$ cat src/rtl/wire_cut_sequencer.sv
// Wire-cut stage controller: walks STAGE0..4 on correct cuts, counts strikes,
// runs a seconds countdown and latches WIN or LOSE until reset or disconnect.
module wire_cut_sequencer #(
  parameter int unsigned CYCLES_PER_SEC = 100_000_000,
  parameter int unsigned TIME_LIMIT_S   = 60,
  parameter int unsigned MAX_STRIKES    = 2
) (
  input  logic       clk,
  input  logic       reset,
  input  logic       is_connected,
  input  logic       cut_req,
  input  logic [2:0] cut_sel,
  output logic [2:0] cut_wire,
  output logic [1:0] strikes,
  output logic [7:0] time_left,
  output logic       cut_ok,
  output logic       cut_bad
);

  localparam int unsigned PRE_W = (CYCLES_PER_SEC > 1) ? $clog2(CYCLES_PER_SEC) : 1;

  typedef enum logic [3:0] {
    S_IDLE, S_STAGE0, S_STAGE1, S_STAGE2, S_STAGE3, S_STAGE4, S_WIN, S_LOSE
  } state_e;

  state_e             state_q, state_d;
  logic [2:0]         cut_wire_q, cut_wire_d;
  logic [1:0]         strikes_q, strikes_d;
  logic [7:0]         time_q, time_d;
  logic [PRE_W-1:0]   pre_q, pre_d;
  logic               ok_q, ok_d;
  logic               bad_q, bad_d;
  logic               cut_req_q;

  logic               cut_evt;
  logic               sel_valid;
  logic               in_stage;
  logic [2:0]         stage_num;
  state_e             adv_state;
  logic               pre_wrap;

  // State and counter registers; the edge register samples every cycle.
  always_ff @(posedge clk) begin
    if (reset) begin
      state_q    <= S_IDLE;
      cut_wire_q <= 3'd0;
      strikes_q  <= 2'd0;
      time_q     <= 8'(TIME_LIMIT_S);
      pre_q      <= '0;
      ok_q       <= 1'b0;
      bad_q      <= 1'b0;
      cut_req_q  <= 1'b0;
    end else begin
      state_q    <= state_d;
      cut_wire_q <= cut_wire_d;
      strikes_q  <= strikes_d;
      time_q     <= time_d;
      pre_q      <= pre_d;
      ok_q       <= ok_d;
      bad_q      <= bad_d;
      cut_req_q  <= cut_req;
    end
  end

  // Stage decode: which wire is expected and where a correct cut leads.
  always_comb begin
    in_stage  = 1'b1;
    stage_num = 3'd0;
    adv_state = S_WIN;
    case (state_q)
      S_STAGE0: begin stage_num = 3'd0; adv_state = S_STAGE1; end
      S_STAGE1: begin stage_num = 3'd1; adv_state = S_STAGE2; end
      S_STAGE2: begin stage_num = 3'd2; adv_state = S_STAGE3; end
      S_STAGE3: begin stage_num = 3'd3; adv_state = S_STAGE4; end
      S_STAGE4: begin stage_num = 3'd4; adv_state = S_WIN;    end
      default:  in_stage = 1'b0;
    endcase
  end

  assign cut_evt   = cut_req & ~cut_req_q;
  assign sel_valid = (cut_sel >= 3'd1) && (cut_sel <= 3'd5);
  assign pre_wrap  = (pre_q == PRE_W'(CYCLES_PER_SEC - 1));

  // Next-state: disconnect beats timeout, timeout beats a cut.
  always_comb begin
    state_d   = state_q;
    strikes_d = strikes_q;
    time_d    = time_q;
    pre_d     = pre_q;
    ok_d      = 1'b0;
    bad_d     = 1'b0;

    if (!is_connected || (state_q == S_IDLE)) begin
      strikes_d = 2'd0;
      time_d    = 8'(TIME_LIMIT_S);
      pre_d     = '0;
      state_d   = is_connected ? S_STAGE0 : S_IDLE;
    end else if (in_stage) begin
      pre_d = pre_wrap ? '0 : pre_q + PRE_W'(1);
      if (pre_wrap) begin
        time_d = time_q - 8'd1;
      end
      if (pre_wrap && (time_q == 8'd1)) begin
        state_d = S_LOSE;
      end else if (cut_evt && sel_valid) begin
        if (cut_sel == 3'(stage_num + 3'd1)) begin
          ok_d    = 1'b1;
          state_d = adv_state;
        end else begin
          bad_d     = 1'b1;
          strikes_d = strikes_q + 2'd1;
          if ((strikes_q + 2'd1) == 2'(MAX_STRIKES)) begin
            state_d = S_LOSE;
          end
        end
      end
    end
  end

  // Display code follows the next state so it lands with the state change.
  always_comb begin
    cut_wire_d = 3'd0;
    case (state_d)
      S_STAGE0: cut_wire_d = 3'd0;
      S_STAGE1: cut_wire_d = 3'd1;
      S_STAGE2: cut_wire_d = 3'd2;
      S_STAGE3: cut_wire_d = 3'd3;
      S_STAGE4: cut_wire_d = 3'd4;
      S_WIN:    cut_wire_d = 3'd5;
      S_LOSE:   cut_wire_d = 3'd7;
      default:  cut_wire_d = 3'd0;
    endcase
  end

  assign cut_wire  = cut_wire_q;
  assign strikes   = strikes_q;
  assign time_left = time_q;
  assign cut_ok    = ok_q;
  assign cut_bad   = bad_q;

endmodule

$ cat config.mk
export PLATFORM = sky130hd
export DESIGN_NAME = wire_cut_sequencer
export DESIGN_NICKNAME = d
export VERILOG_FILES = /design/src/rtl/wire_cut_sequencer.sv
export SDC_FILE = /design/constraint.sdc
export NUM_CORES = 1
export LEC_CHECK = 0
export ABC_AREA = 1
export BUFFER_PORTS_ARGS = -buffer_cell sky130_fd_sc_hd__buf_2
export CAP_MARGIN = 20
export CORE_ASPECT_RATIO = 1.4
export CORE_MARGIN = 4
export CORE_UTILIZATION = 59
export CTS_CLUSTER_SIZE = 24
export DETAILED_ROUTE_END_ITERATION = 10
export PLACE_DENSITY = 0.85
export RECOVER_POWER = 100
export SLEW_MARGIN = 10
export SYNTH_ARGS = -nofsm -noshare
export SYNTH_HDL_FRONTEND = slang
export SYNTH_SLANG_ARGS = --single-unit
$ cat constraint.sdc
create_clock -name clk -period 2.5 [get_ports clk]
set_clock_uncertainty 0.15 [all_clocks]
set_input_delay 0.25 -clock clk [delete_from_list [all_inputs] [get_ports clk]]
set_output_delay 0.25 -clock clk [all_outputs]
set_load 0.1 [all_outputs]
## Yosys cells after proc, flatten, opt, wreduce, memory -nomap -nowiden

Index checks and enable logic that the tools add are counted.

| operators by class | value |
|---|---|
| add/subtract/negate cells | 4 |
| order comparisons | 2 |
| eq/ne operators | 15 |
| multiplexer cells | 14 |
| bitwise operators | 6 |
| reduce and logical (&&, ||, !) cells | 11 |

Operators with widths:

| operator | number |
|---|---|
| $add 27x1->27 const B | 1 |
| $eq 27x27->1 const B | 1 |
| $mux 27 | 1 |
| $eq 4x3->1 const B | 6 |
| $mux 4 | 6 |
| $pmux 3 s4 | 2 |
| $pmux 3 s6 | 1 |
| $eq 4x2->1 const B | 4 |
| $reduce_or 5->1 | 2 |
| $eq 8x1->1 const B | 1 |
| $sub 8x1->8 const B | 1 |
| $not 1->1 | 5 |
| $eq 4x1->1 const B | 1 |
| $logic_not 4->1 | 1 |
| $mux 1 | 4 |
| $reduce_and 4->1 | 1 |
| $add 3x1->3 const B | 1 |
| $eq 3x3->1 | 1 |
| $ge 3x1->1 const B | 1 |
| $le 3x3->1 const B | 1 |
| $logic_and 1x1->1 | 3 |
| $add 2x1->2 const B | 1 |
| $eq 2x2->1 const B | 1 |
| $reduce_and 2->1 | 1 |
| 4 further kinds | 4 |

| word-level totals | value |
|---|---|
| register bits | 47 |
| input port bits | 7 |
| output and inout port bits | 15 |
| logic and storage cells | 60 |

## Longest topological paths before layout

| depth | value |
|---|---|
| depth after elaboration | 11 |
| gate-level depth with buffers | 22 |
| gate-level depth less buffers | 22 |

## Least setup slack after synthesis

No wires, ideal clock.

| timing path | value |
|---|---|
| kind | register to register |
| from | reg time_q[0] (netlist: time_left[0]) |
| to | reg cut_wire_q[0] (netlist: cut_wire[0]) |
| data arrival time | 2.120 ns |
| data required time | 2.238 ns |
| setup slack | 0.118 ns |
| stages on the path, launching flop included | 13 |
| path buffers | 0 |
| period minus slack after synthesis | 2.382 ns |
| cells stage by stage | dfxtp_1 > ha_1 > inv_1 > nor3_1 > nand3_1 > nor2_1 > nor2_1 > nand2_1 > nand2_2 > inv_2 > nand2_1 > nand2_1 > nor2_1 |

| on the way | value |
|---|---|
| cells in the longest elaborated chain, start to end | 7 |
| elaborated cells between the ends (all ways) | 12 |

RTL lines:

| element | RTL line | RTL |
|---|---|---|
| start: declaration | 29 | `logic [7:0] time_q, time_d;` |
| start signal: assignment | 48 | `time_q <= 8'(TIME_LIMIT_S);` |
| start signal: assignment | 57 | `time_q <= time_d;` |
| $eq 8x1->1 (*) | 103 | `if (pre_wrap && (time_q == 8'd1)) begin` |
| $logic_and 1x1->1 (*) | 103 |  |
| $mux 4 (*) | 103 |  |
| $mux 4 (*) | 98 | `end else if (in_stage) begin` |
| $mux 4 (*) | 93 | `if (!is_connected \|\| (state_q == S_IDLE)) begin` |
| $eq 4x3->1 or $eq 4x2->1 (tied branches) | 123 | `case (state_d)` |
| $pmux 3 s6 (*) | 123 |  |
| end signal: assignment | 55 | `cut_wire_q <= cut_wire_d;` |
| end: declaration | 27 | `logic [2:0] cut_wire_q, cut_wire_d;` |

Every way passes the cells marked *; elsewhere a longest branch is shown, timed or not.
A chain may end at the register's enable or synchronous reset.

## Worst setup path after layout

| timing path | value |
|---|---|
| from | reg state_q[2] |
| to | reg cut_wire_q[0] (netlist: cut_wire[0]) |

| on the way | value |
|---|---|
| cells in the longest elaborated chain, start to end | 11 |
| elaborated cells between the ends (all ways) | 26 |

RTL lines:

| element | RTL line | RTL |
|---|---|---|
| start: declaration | 26 | `state_e state_q, state_d;` |
| start signal: assignment | 54 | `state_q <= state_d;` |
| $eq 4x3->1 or $eq 4x2->1 (tied branches) | 70 | `case (state_q)` |
| $pmux 3 s4 | 70 |  |
| $add 3x1->3 | 106 | `if (cut_sel == 3'(stage_num + 3'd1)) begin` |
| $eq 3x3->1 | 106 |  |
| $mux 4 | 106 |  |
| $mux 4 | 105 | `end else if (cut_evt && sel_valid) begin` |
| $mux 4 | 103 |  |
| $mux 4 | 98 |  |
| $mux 4 (*) | 93 |  |
| $eq 4x3->1 or $eq 4x2->1 (tied branches) | 123 |  |
| $pmux 3 s6 (*) | 123 |  |

Marks and branches as above.

==> metrics.csv <==
metric,value,unit
crit_family,simple AND/OR/NAND/NOR gates,
cap_violations,0,
powerDensity,436,nW/µm²
area_growth_syn_to_layout,15.7,%
core_area,4200,µm²
routedWlPerCell,12.8,µm
drive_gt1_share,19.6,%
pwr-share-clk,35.0,%
setup_viol,0,
overflow,0,
clock_latency,0.31,ns
hold_viol_final,0,
path_clk_slew,0.09,ns
switchingPower,0.319,mW
crit_end,cut_wire[0]$_SDFF_PP0_,
crit_cells,18,
ys_seq_area_share,36.8,%
start_util,60.7,%
worstSetupEndpointType,flip-flop,
ir_worst_vdd,0.366,mV
comb_power_share,6.8,%
cts_max_level,2,
fmax,0.416,GHz
worstSetupPathType,reg2reg,
synth_nets,391,
fp-row-count,28,
cp_max_fo,5,
vias,2601,
dieArea,5460,µm²
relSlewSlack,64.4,%
dp_hpwl,4.21,mm
status,"finished, final reports clean",
yosysTopAreaCell,dfxtp_1,
yosysWarnings,0,
netlist.area_leader.share,36.8,%
path_cells,"nor2_4, buf_4, a21oi_2, inv_2, ha_4, xnor2_2, nand2_2, nor2_4, nand2_2, nand2_1, nand2_1, nand2_1, nand2_1, nand2_2, nand3_2, nand2_2, inv_1, nor2_1",
nets,429,
syn_avg_cell_area,6.74,µm²
grt_max_degree,15,
netlist_instances,379,
reg2reg_depth,18,
wl,5.95,mm
startpoint,state_q[2]$_SDFF_PP0_,
period_minus_slack,2.40,ns
postLayoutCoreUtil,70.3,%
crit_buf_inv,3,
cts-root-buf,clkbuf_8,
fin_hold_ws,0.0788,ns
r2r-start,state_q[2]$_SDFF_PP0_,
synth_cell_types,38,
die_x,63.6,µm
leakagePower,1.17,nW
tightest_slew,0.530,ns
max_stage_delay,0.40,ns
drtIter0Drc,152,
crit_slowest_cell,dfxtp_4,
io_buffers,21,
seq_power_share,58.2,%
syn-cell-area,2550,µm²
slew_viol_final,0,
cp_data_arrival_time,2.50,ns
synth-edff-count,0,
required,2.60,ns
cts_tree,built,
synthArstFlopShare,0,%
antenna_found_initial,0,
ys_seq_elements,47,
r2r-end,cut_wire[0]$_SDFF_PP0_,
numCtsBuffers,5,
die_h,85.8,µm
ys.flop_type,dfxtp_1,
r2r_slack,0.1,ns
critPathLaunchType,flip-flop,
grt_util_all_layers,22.1,%
clock_sinks,47,
cts_max_path_buffers,2,
drc,0,
grt_pass1_wl,9.78,mm
p_int,0.970,mW
dr.pass1.iters,5,
synthTopCellsByArea,"dfxtp_1, nand2_1, inv_1",
swShare,24.7,%
antenna_left,0,
finalCritPeriodShare,96.1,%
viasPerCell,5.62,
diodes,0,
gp_congestion,0.936,
grt_pass1_vias,2411,
ios,22,
hold_path.class,in2reg,
## synthesized netlist by cell type, types with 2 or more instances
| library cell | number |
|---|---|
| a21o_1 | 2 |
| nor2_4 | 3 |
| nand4_1 | 9 |
| nand2_2 | 2 |
| ha_1 | 5 |
| nor3_1 | 14 |
| nand2_1 | 76 |
| nor4_1 | 4 |
| xor2_1 | 2 |
| nand3_1 | 27 |
| nand3_2 | 3 |
| or2_2 | 3 |
| dfxtp_1 | 47 |
| o21a_1 | 5 |
| o21ai_1 | 4 |
| nor2_1 | 46 |
| a21oi_1 | 30 |
| inv_1 | 56 |
| xnor2_1 | 2 |
| inv_2 | 4 |
| o21ai_0 | 16 |
| nor2_2 | 3 |
## flip-flops by register name, summed over array words and instances, names as in the netlist
name,flops
cut_bad,1
cut_ok,1
cut_req_q,1
cut_wire,3
pre_q,27
state_q,4
strikes,2
time_left,8
## logic make-up after synthesis
family / synth area share (%)
xor+xnor: 1.37
flops: 36.8
simple gates: 35.9
compound gates: 13.5
fa+ha+maj: 2.45
buf+inv: 9.95
## per-layer routing
metal	vias to the layer above	GRT usage, %	share of wire [%]	wire, µm
li1	1310	-	-	-
met1	1187	23.8	39	2330
met2	78	39.5	52	3110
met3	26	4.06	4.7	279
met4	0	13.8	3.9	233
met5	-	0	0	0
## repair_timing
action	4_1_cts	5_1_grt
gates resized for setup	2	27
pin swaps	0	7
endpoints found under the setup margin	2	9
hold buffers	1	0
setup buffers	0	6
endpoints found under the hold margin	1	0
gates cloned	0	0
## worst min-delay path by stage
stage	start	endpoint	slack [ns]	depth (start not counted)
2_1_floorplan	reset	cut_req_q$_SDFF_PP0_	0.17	1
3_3_place_gp	pre_q[11]$_SDFFE_PP0N_	pre_q[11]$_SDFFE_PP0N_	0.31	1
3_5_place_dp	strikes[1]$_SDFFE_PP0P_	strikes[1]$_SDFFE_PP0P_	0.31	2
4_1_cts	reset	state_q[1]$_SDFF_PP0_	0.06	2
5_1_grt	reset	cut_req_q$_SDFF_PP0_	0.08	2
6_report	reset	cut_req_q$_SDFF_PP0_	0.08	2
## placed cells by master, fill, tap and decap left out, drive strengths merged, types with 3 or more instances in the layout
cell    count
nand2      78
nor4        4
nand4      10
buf        31
clkinv      3
or2         5
inv        62
clkbuf      6
a21oi      30
ha          5
nor2       52
nand3      30
o21ai      20
o21a        5
dfxtp      47
nor3       15
## cell type report
cell class              instances  area [µm²]
inverters                      62         235
well taps                      45        56.3
clock buffers                   5        68.8
repair buffers                 33         196
flip-flops and latches         47         956
clock inverters                 3        15.0
multi-input cells             268        1430
fillers                       359        1250
## per-stage QoR
step	setup TNS (ns)	instance area [µm²]	power, mW	setup slack [ns]	std cells
2_1_floorplan	0	2550	0.823	0.118	379
6_report	0	2960	1.29	0.0981	463
3_5_place_dp	-0.0616	2730	0.844	-0.0354	448
5_1_grt	-0.161	2960	1.35	-0.0953	463
3_3_place_gp	0	2730	0.843	0.0816	448
4_1_cts	0	2830	1.29	0.00593	457
## power groups by stage
stage / clock (mW) / sequential (mW) / combinational (mW)
3_5_place_dp: 0 / 0.771 / 0.0733
5_1_grt: 0.500 / 0.751 / 0.0958
4_1_cts: 0.463 / 0.753 / 0.0751
3_3_place_gp: 0 / 0.771 / 0.0722
6_report: 0.451 / 0.750 / 0.0871
2_1_floorplan: 0 / 0.778 / 0.0451
No activity file was read; power rests on OpenSTA's default activity.
